### src/rtl/ldpc_pkg.sv
// rtl/ldpc_pkg.sv - shared constants and encodings for the LDPC iteration sequencer
// Purpose: FSM state codes, datapath phase encoding and default array geometry
//          used by ldpc_iter_ctrl and its write-back delay line.
// Ports:   none (package).
package ldpc_pkg;

  localparam int LDPC_L_DEF = 32;
  localparam int LDPC_K_DEF = 6;
  localparam int LDPC_J_DEF = 3;

  typedef logic [2:0] ldpc_state_t;

  localparam ldpc_state_t ST_IDLE   = 3'd0;
  localparam ldpc_state_t ST_LOAD   = 3'd1;
  localparam ldpc_state_t ST_CNU    = 3'd2;
  localparam ldpc_state_t ST_VNU    = 3'd3;
  localparam ldpc_state_t ST_CHECK  = 3'd4;
  localparam ldpc_state_t ST_OUTPUT = 3'd5;

  // Which node-update phase currently owns the read address bus.
  typedef enum logic [1:0] {
    PH_NONE = 2'd0,
    PH_CNU  = 2'd1,
    PH_VNU  = 2'd2
  } ldpc_phase_e;

endpackage

### src/rtl/ldpc_delay_line.sv
// rtl/ldpc_delay_line.sv - fixed-depth shift register aligning write-back with the CNU pipeline
// Purpose: delays a {valid, addr} word by DEPTH cycles; flush clears every stage.
// Ports:   clk, reset_n (async, active low), flush (sync clear),
//          in_data [W-1:0] word entering, out_data [W-1:0] word DEPTH cycles later.
module ldpc_delay_line #(
  parameter int DEPTH = 4,
  parameter int W     = 6
) (
  input  logic         clk,
  input  logic         reset_n,
  input  logic         flush,
  input  logic [W-1:0] in_data,
  output logic [W-1:0] out_data
);

  logic [W-1:0] stage_q [DEPTH];
  logic [W-1:0] stage_d [DEPTH];

  always_comb begin
    stage_d[0] = flush ? '0 : in_data;
    for (int i = 1; i < DEPTH; i++) begin
      stage_d[i] = flush ? '0 : stage_q[i-1];
    end
  end

  always_ff @(posedge clk or negedge reset_n) begin
    if (!reset_n) begin
      for (int i = 0; i < DEPTH; i++) stage_q[i] <= '0;
    end else begin
      for (int i = 0; i < DEPTH; i++) stage_q[i] <= stage_d[i];
    end
  end

  assign out_data = stage_q[DEPTH-1];

endmodule

### src/rtl/ldpc_iter_ctrl.sv
// rtl/ldpc_iter_ctrl.sv - LOAD -> (CNU -> VNU)xN -> OUTPUT iteration sequencer
// Purpose: drives memory address buses and CNU/VNU phase enables of the
//          block-serial LDPC decoder, with early exit on satisfied parity.
// Ports:   start/abort/max_iter control; load_valid/load_ready/load_addr intrinsic load;
//          rd_addr, wr_addr/wr_en, cnu_en/vnu_en datapath; parity_valid/parity_ok
//          from CNU banks; out_valid/out_ready/out_addr unload; iter_cnt, busy,
//          converged, done status.
module ldpc_iter_ctrl
  import ldpc_pkg::*;
#(
  parameter int L          = LDPC_L_DEF,
  parameter int ADDR_WIDTH = 5,
  parameter int K          = LDPC_K_DEF,
  parameter int J          = LDPC_J_DEF,
  parameter int PIPE_LAT   = 4,
  parameter int ITER_WIDTH = 6
) (
  input  logic                  clk,
  input  logic                  reset_n,
  input  logic                  start,
  input  logic                  abort,
  input  logic [ITER_WIDTH-1:0] max_iter,
  input  logic                  load_valid,
  output logic                  load_ready,
  output logic [ADDR_WIDTH-1:0] load_addr,
  output logic [ADDR_WIDTH-1:0] rd_addr,
  output logic [ADDR_WIDTH-1:0] wr_addr,
  output logic                  wr_en,
  output logic                  cnu_en,
  output logic                  vnu_en,
  input  logic                  parity_valid,
  input  logic [J*K-1:0]        parity_ok,
  output logic                  out_valid,
  input  logic                  out_ready,
  output logic [ADDR_WIDTH-1:0] out_addr,
  output logic [ITER_WIDTH-1:0] iter_cnt,
  output logic                  busy,
  output logic                  converged,
  output logic                  done
);

  // Each phase reads for L cycles then idles PIPE_LAT cycles so the last
  // write-back lands before the next phase starts reading.
  localparam int                    PH_LEN    = L + PIPE_LAT;
  localparam int                    PH_W      = $clog2(PH_LEN + 1);
  localparam logic [PH_W-1:0]       PH_LAST   = PH_W'(PH_LEN - 1);
  localparam logic [PH_W-1:0]       PH_RD_END = PH_W'(L);
  localparam logic [ADDR_WIDTH-1:0] ADDR_LAST = ADDR_WIDTH'(L - 1);

  ldpc_state_t             state_q, state_d;
  logic [PH_W-1:0]         phase_cnt_q, phase_cnt_d;
  logic [ADDR_WIDTH-1:0]   load_cnt_q, load_cnt_d;
  logic [ADDR_WIDTH-1:0]   out_cnt_q, out_cnt_d;
  logic [ITER_WIDTH-1:0]   iter_cnt_q, iter_cnt_d;
  logic [ITER_WIDTH-1:0]   limit_q, limit_d;
  logic                    acc_q, acc_d;
  logic                    seen_q, seen_d;
  logic                    converged_q, converged_d;
  logic                    done_q, done_d;
  logic [ITER_WIDTH:0]     iter_inc;
  ldpc_phase_e             phase;
  logic                    rd_active;
  logic                    flush;
  logic [ADDR_WIDTH:0]     wb_out;

  always_comb begin
    phase = PH_NONE;
    if (state_q == ST_CNU) phase = PH_CNU;
    else if (state_q == ST_VNU) phase = PH_VNU;
  end

  assign rd_active = (phase != PH_NONE) && (phase_cnt_q < PH_RD_END);
  assign cnu_en    = rd_active && (phase == PH_CNU);
  assign vnu_en    = rd_active && (phase == PH_VNU);
  assign rd_addr   = rd_active ? ADDR_WIDTH'(phase_cnt_q) : '0;
  assign flush     = abort && (state_q != ST_IDLE);

  ldpc_delay_line #(
    .DEPTH (PIPE_LAT),
    .W     (ADDR_WIDTH + 1)
  ) u_wb_delay (
    .clk      (clk),
    .reset_n  (reset_n),
    .flush    (flush),
    .in_data  ({rd_active, rd_addr}),
    .out_data (wb_out)
  );

  assign wr_en   = wb_out[ADDR_WIDTH];
  assign wr_addr = wb_out[ADDR_WIDTH-1:0];

  always_comb begin
    state_d     = state_q;
    phase_cnt_d = phase_cnt_q;
    load_cnt_d  = load_cnt_q;
    out_cnt_d   = out_cnt_q;
    iter_cnt_d  = iter_cnt_q;
    limit_d     = limit_q;
    acc_d       = acc_q;
    seen_d      = seen_q;
    converged_d = converged_q;
    done_d      = 1'b0;
    iter_inc    = {1'b0, iter_cnt_q} + (ITER_WIDTH+1)'(1);

    if (flush) begin
      state_d     = ST_IDLE;
      phase_cnt_d = '0;
      load_cnt_d  = '0;
      out_cnt_d   = '0;
    end else begin
      case (state_q)
        ST_IDLE: begin
          // abort in the same cycle suppresses the start
          if (start && !abort) begin
            state_d     = ST_LOAD;
            load_cnt_d  = '0;
            iter_cnt_d  = '0;
            converged_d = 1'b0;
            limit_d     = (max_iter == '0) ? ITER_WIDTH'(1) : max_iter;
          end
        end
        ST_LOAD: begin
          if (load_valid) begin
            if (load_cnt_q == ADDR_LAST) begin
              state_d     = ST_CNU;
              load_cnt_d  = '0;
              phase_cnt_d = '0;
              acc_d       = 1'b1;
              seen_d      = 1'b0;
            end else begin
              load_cnt_d = load_cnt_q + ADDR_WIDTH'(1);
            end
          end
        end
        ST_CNU: begin
          if (parity_valid) begin
            acc_d  = acc_q & (&parity_ok);
            seen_d = 1'b1;
          end
          if (phase_cnt_q == PH_LAST) begin
            state_d     = ST_VNU;
            phase_cnt_d = '0;
          end else begin
            phase_cnt_d = phase_cnt_q + PH_W'(1);
          end
        end
        ST_VNU: begin
          if (phase_cnt_q == PH_LAST) begin
            state_d     = ST_CHECK;
            phase_cnt_d = '0;
          end else begin
            phase_cnt_d = phase_cnt_q + PH_W'(1);
          end
        end
        ST_CHECK: begin
          iter_cnt_d  = iter_inc[ITER_WIDTH] ? '1 : iter_inc[ITER_WIDTH-1:0];
          converged_d = acc_q & seen_q;
          if ((acc_q && seen_q) || (iter_inc >= {1'b0, limit_q})) begin
            state_d   = ST_OUTPUT;
            out_cnt_d = '0;
          end else begin
            state_d     = ST_CNU;
            phase_cnt_d = '0;
            acc_d       = 1'b1;
            seen_d      = 1'b0;
          end
        end
        ST_OUTPUT: begin
          if (out_ready) begin
            if (out_cnt_q == ADDR_LAST) begin
              state_d   = ST_IDLE;
              out_cnt_d = '0;
              done_d    = 1'b1;
            end else begin
              out_cnt_d = out_cnt_q + ADDR_WIDTH'(1);
            end
          end
        end
        default: state_d = ST_IDLE;
      endcase
    end
  end

  always_ff @(posedge clk or negedge reset_n) begin
    if (!reset_n) begin
      state_q     <= ST_IDLE;
      phase_cnt_q <= '0;
      load_cnt_q  <= '0;
      out_cnt_q   <= '0;
      iter_cnt_q  <= '0;
      limit_q     <= '0;
      acc_q       <= 1'b0;
      seen_q      <= 1'b0;
      converged_q <= 1'b0;
      done_q      <= 1'b0;
    end else begin
      state_q     <= state_d;
      phase_cnt_q <= phase_cnt_d;
      load_cnt_q  <= load_cnt_d;
      out_cnt_q   <= out_cnt_d;
      iter_cnt_q  <= iter_cnt_d;
      limit_q     <= limit_d;
      acc_q       <= acc_d;
      seen_q      <= seen_d;
      converged_q <= converged_d;
      done_q      <= done_d;
    end
  end

  assign load_ready = (state_q == ST_LOAD);
  assign load_addr  = load_cnt_q;
  assign out_valid  = (state_q == ST_OUTPUT);
  assign out_addr   = out_cnt_q;
  assign iter_cnt   = iter_cnt_q;
  assign busy       = (state_q != ST_IDLE);
  assign converged  = converged_q;
  assign done       = done_q;

endmodule

### config.mk
export PLATFORM = sky130hd
export DESIGN_NAME = ldpc_iter_ctrl
export DESIGN_NICKNAME = d
export VERILOG_FILES = /design/src/rtl/ldpc_pkg.sv /design/src/rtl/ldpc_delay_line.sv /design/src/rtl/ldpc_iter_ctrl.sv
export SDC_FILE = /design/constraint.sdc
export NUM_CORES = 1
export LEC_CHECK = 0
export ABC_AREA = 1
export BUFFER_PORTS_ARGS = -buffer_cell sky130_fd_sc_hd__buf_2
export CAP_MARGIN = 20
export CORE_ASPECT_RATIO = 0.5
export CORE_UTILIZATION = 30
export CTS_CLUSTER_DIAMETER = 100
export DETAILED_ROUTE_END_ITERATION = 6
export PLACE_DENSITY = 0.55
export SETUP_SLACK_MARGIN = 0.05
export SKIP_CTS_REPAIR_TIMING = 1
export SLEW_MARGIN = 25
export SYNTH_ARGS = -nofsm -noshare
export SYNTH_HDL_FRONTEND = slang
export SYNTH_HIERARCHICAL = 1
export SYNTH_SLANG_ARGS = --single-unit
### constraint.sdc
create_clock -name clk -period 3.1 [get_ports clk]
set_clock_uncertainty 0.15 [all_clocks]
set_input_delay 0.465 -clock clk [delete_from_list [all_inputs] [get_ports clk]]
set_output_delay 0.465 -clock clk [all_outputs]
set_load 0.005 [all_outputs]
# After elaboration in Yosys (flattened, before gate mapping)
# Index checks and enable logic that the tools add are counted.
# word_totals
ff_bits	59
in_bits	31
output_inout_bits	34
elab_cells	126
# classes
add_sub_neg	4
order_cmp	2
eq_ne	24
mux	53
bitwise_logic	3
n_reduce_logical	26
# op_table
operator	n
$mux W6	12
$mux W5	9
$mux W3	9
$pmux W5 S2	2
$pmux W3 S6	1
$pmux W6 S3	1
$reduce_and A18 Y1	1
$ne A3 B1 Y1 const B	5
$mux W1	13
$ne A3 B2 Y1 const B	4
$pmux W6 S2	1
$reduce_and A3 Y1	4
$reduce_bool A3 Y1	4
$add A5 B1 Y5 const B	2
$eq A5 B5 Y1 const B	2
$ne A2 B2 Y1 const B	4
$add A6 B1 Y7 const B	1
$ge A7 B6 Y1	1
$reduce_and A7 Y1	1
$add A6 B1 Y6 const B	1
$eq A3 B2 Y1 const B	2
$eq A3 B3 Y1 const B	2
$eq A6 B6 Y1 const B	1
$logic_and A1 B1 Y1	6
19 further kinds	23

# Longest topological paths before layout
# depth
depth_word	7
ltp_mapped	14

# By module
# Netlist, hierarchy kept.
# modules_own_cells
mod	n_inst	cells_each	area_per_inst_um2	seq_area_each_um2
ldpc_iter_ctrl	1	305	2344.7	875.8
ldpc_delay_line	1	80	848.3	600.6

# Worst setup path after synthesis
# No wires, ideal clock.
# synth_path
kind	reg2reg
from	register iter_cnt_q[0] (netlist: iter_cnt[0])
to	register seen_q
setup_ps	122
t_arrival_ps	1876
required_ps	2828
setup_slack_ps	952
stages_incl_launch_ff	13
path_buffers	0
path_cell_list	dfrtp_1 -> ha_1 -> nand4_2 -> and2_1 -> ha_1 -> nand3_1 -> nand3_1 -> nor2_1 -> nand2_2 -> nand2_2 -> nand2_1 -> nand2_1 -> o21ai_1
# synth_via
elab_chain_len	5
# synth_rtl
item	line_no	text
start, declared	ldpc_iter_ctrl.sv:54	logic [ITER_WIDTH-1:0] iter_cnt_q, iter_cnt_d;
start signal, assigned	ldpc_iter_ctrl.sv:201	iter_cnt_q <= iter_cnt_d;
$add A6 B1 Y7	ldpc_iter_ctrl.sv:103	iter_inc = {1'b0, iter_cnt_q} + (ITER_WIDTH+1)'(1);
$ge A7 B6 Y1	ldpc_iter_ctrl.sv:158	if ((acc_q && seen_q) || (iter_inc >= {1'b0, limit_q})) begin
$logic_or A1 B1 Y1	ldpc_iter_ctrl.sv:158	
$ne A2 B2 Y1 (no line)	n/a	
$reduce_and A6 Y1 (no line)	n/a	
end signal, assigned	ldpc_iter_ctrl.sv:204	seen_q <= seen_d;
end, declared	ldpc_iter_ctrl.sv:57	logic seen_q, seen_d;
# Every way passes these cells.
# A chain may end at the register's enable or synchronous reset.

# Final worst setup path
# layout_path
from	register iter_cnt_q[2] (netlist: iter_cnt[2])
to	register seen_q
# Same word-level chain as after synthesis.

==> impl_results.md <==
* Area Growth Syn to Fin at 24.0%
* Lkg Pwr at 2.15 nW
* Worst rel slew slack at 0.682
* Largest net degree at the start of global routing at 32
* Synth top cells by count: 72 x nand2_1, 67 x inv_1, 59 x dfrtp_1, 50 x nor2_1, 20 x nand3_1
* Data required, critical path at 3160 ps
* Antenna-violating nets left at 0
* R2R Path End: seen_q$_DFFE_PN0P_
* Hold path cells at 3
* Most used flip-flop cell after synthesis: dfrtp_1
* Startpoint Class: register
* Slowest CP cell: dfrtp_1
* Worst-margin pin slew at 476 ps
* Max Root-Sink Buffers at 2
* Overall power at 2.94 mW
* Fin. Hold Viols at 0
* Mapped Cells at 385
* Syn nets at 428
* Clock slew at reported path FFs at 50 ps
* DRC at 0
* Fraction of registers with async set or reset after synthesis at 1.00
* Die footprint at 0.0111 sq mm
* Synth warn at 6
* Clk_lat worst skew at 330 ps
* Placed cell areas at 0.00362 sq mm
* CTS buffer count at 9
* GRT overflow at 0
* Die Ht at 75.0 microns
* WHS Endpoint: limit_q[0]$_DFFE_PN0P_
* Post-synth top area share at 0.462
* Max Cap Violations at 0
* ANT cells at 0
* Initial DRC Count at 146
* Detailed Place HPWL at 4.95 mm
* WL final at 6.48 mm
* First-pass GRT wire length at 11.1 mm
* Io pins at 65
* Gr usage total at 0.131
* CP Data Arrival Time at 2470 ps
* Peak Freq at 415 MHz
* Syn_area_per_cell at 8.29 sq um
* FP Rows at 26
* Vias per cell at 4.22
* Dominant cell type by area after synthesis: dfrtp_1
* WL/cell at 10.8 microns
* Cell repeated most along the worst path: nand3_1
* Starting Density at 0.311
* Vias in the first global route at 2345
* Synth unique cells at 38
* RSZ-0062 raised after global routing: false
* Hold Startpoint: max_iter[0]
* Mapped Area at 0.00319 sq mm
* CP Capture Type: register
* Finish-stage setup viols at 0
* Clock share of power at 0.368
* Final period utilization at 0.777
* Sequential-to-total area share from yosys stat at 0.462
* Crit path time final at 2410 ps
* Number of synthesized flops with an enable pin at 0
* Count leader, synth: nand2_1
* CTS tree: yes
* Core ar. at 0.0103 sq mm
* Layout cell share with drive strength beyond 1 at 0.267
* Crit path cell chain: nand3_1, nor3_1, xor2_1, ha_1, nand3_1, nand3_1, nor2_1, nand2_2, nand2_2, nand2_1, nand2_1, o21ai_1
* Worst Path Max Fanout at 6
* Status: completed
* Die width at 148 microns
* Number of buffers added on ports at 64
* Peak supply drop at 0.000221 V
* Fin. max-slew vios at 0
* GP Congestion at 0.811
* Combinational power share at 0.299
* Fin nets at 496
* Net Switching at 1.00 mW
* Total negative slack at 0 ps
* Seq pwr share at 0.333
* Internal Pwr Total at 1.93 mW
* Pwr dens at 742 mW/mm^2
* Crit path largest cell delay at 460 ps
* #FFs+latches synth at 59
* Initial antenna violation count at 0
* Clock sinks at 59
* CTS H-Tree Depth at 3
* Root buffer cell: clkbuf_16
* Launching point of the worst reg2reg path: iter_cnt[2]$_DFFE_PN0P_
* Switch share at 0.342
* Fin area at 0.00396 sq mm
* R2R depth at 12
* DR pass1 iterations at 4
* Synth area leaders: dfrtp_1 46%, nand2_1 8.5%, inv_1 7.9%
* FF-to-FF setup slack at 690 ps
* Type of the worst setup path: reg -> reg
* Worst min path class: in -> reg
* DR vias at 2521
[critical path: cells and delay by family (launching register included)]
family / cells / cell delay (ps)
AND/OR/NAND/NOR: 9 / 1110
XOR/XNOR: 1 / 220
adder cells (fa/ha/maj): 1 / 280
AO/OA/AOI/OAI: 1 / 50
flip-flops: 1 / 460
[flip-flops by register name, indices dropped and copies added (netlist names), 3 cells and up]
name,flops
u_wb_delay/stage_q,18
limit_q,6
state_q,3
load_addr,5
iter_cnt,6
phase_cnt_q,6
u_wb_delay/out_data,6
out_addr,5
[cells in the final DEF (no fill, tap or decap), types with 6 or more instances in the layout]
| cell type | n |
|---|---|
| clkbuf_16 | 9 |
| nand2_2 | 7 |
| o21ai_0 | 12 |
| xor2_1 | 6 |
| buf_2 | 64 |
| nor2_1 | 50 |
| a21oi_1 | 7 |
| nand4_1 | 7 |
| inv_1 | 67 |
| dfrtp_1 | 59 |
| nand2_1 | 72 |
| nor3_1 | 7 |
| nand3_1 | 20 |
| ha_1 | 12 |
[logic make-up after synthesis]
family                     synth area share
adders and majority gates            0.0470
xor gates and xnor gates             0.0165
buffers and inverters                 0.115
and+or+nand+nor                       0.294
DFF                                   0.462
AOI/OAI and AO/OA                    0.0654
[layout make-up]
type,count,area (sq um)
tap,140,175
fill,1091,6320
clock buffer,11,253
sequential,59,1480
clock inverter,4,73.8
inverter,73,279
multi-input combinational,242,1350
timing repair buffer,68,353
[power groups by stage]
stage               registers [mW]  clock network, mW  logic [mW]
floorplan                    0.964                  0       0.692
global placement             0.989                  0       0.885
detailed placement           0.991                  0       0.892
CTS                          0.978               1.10       0.896
global route                 0.994               1.14        1.01
finish                       0.978               1.08       0.879
[how the worst max path moves through the flow]
| stage | start | end | slack, ps | cells after the start |
|---|---|---|---|---|
| CTS | iter_cnt[2]$_DFFE_PN0P_ | seen_q$_DFFE_PN0P_ | 690 | 12 |
| global placement | iter_cnt[2]$_DFFE_PN0P_ | out_addr[4]$_DFFE_PN0P_ | 730 | 13 |
| finish | iter_cnt[2]$_DFFE_PN0P_ | seen_q$_DFFE_PN0P_ | 690 | 12 |
| global route | iter_cnt[2]$_DFFE_PN0P_ | out_addr[4]$_DFFE_PN0P_ | 420 | 13 |
| detailed placement | iter_cnt[2]$_DFFE_PN0P_ | seen_q$_DFFE_PN0P_ | 720 | 12 |
| floorplan | iter_cnt[0]$_DFFE_PN0P_ | seen_q$_DFFE_PN0P_ | 950 | 12 |
[per-layer routing]
layer  global-route usage  up-vias  share of wire
met1                0.165     1131           0.50
met2                0.211       35           0.45
met4               0.0538        0          0.017
met5                    0        -              0
li1                     -     1342              -
met3               0.0418       13          0.034
[stage by stage]
step	utilization	worst slack [ps]	hold WS, ps	std cells
after floorplan	-	952	19.4	385
after global placement	0.352	728	141	581
after detailed placement	0.352	721	141	581
after CTS	0.384	690	-206	596
after global routing	0.385	425	251	597
final	0.385	690	243	597
Note: power is estimated with default switching activity, not from simulation.
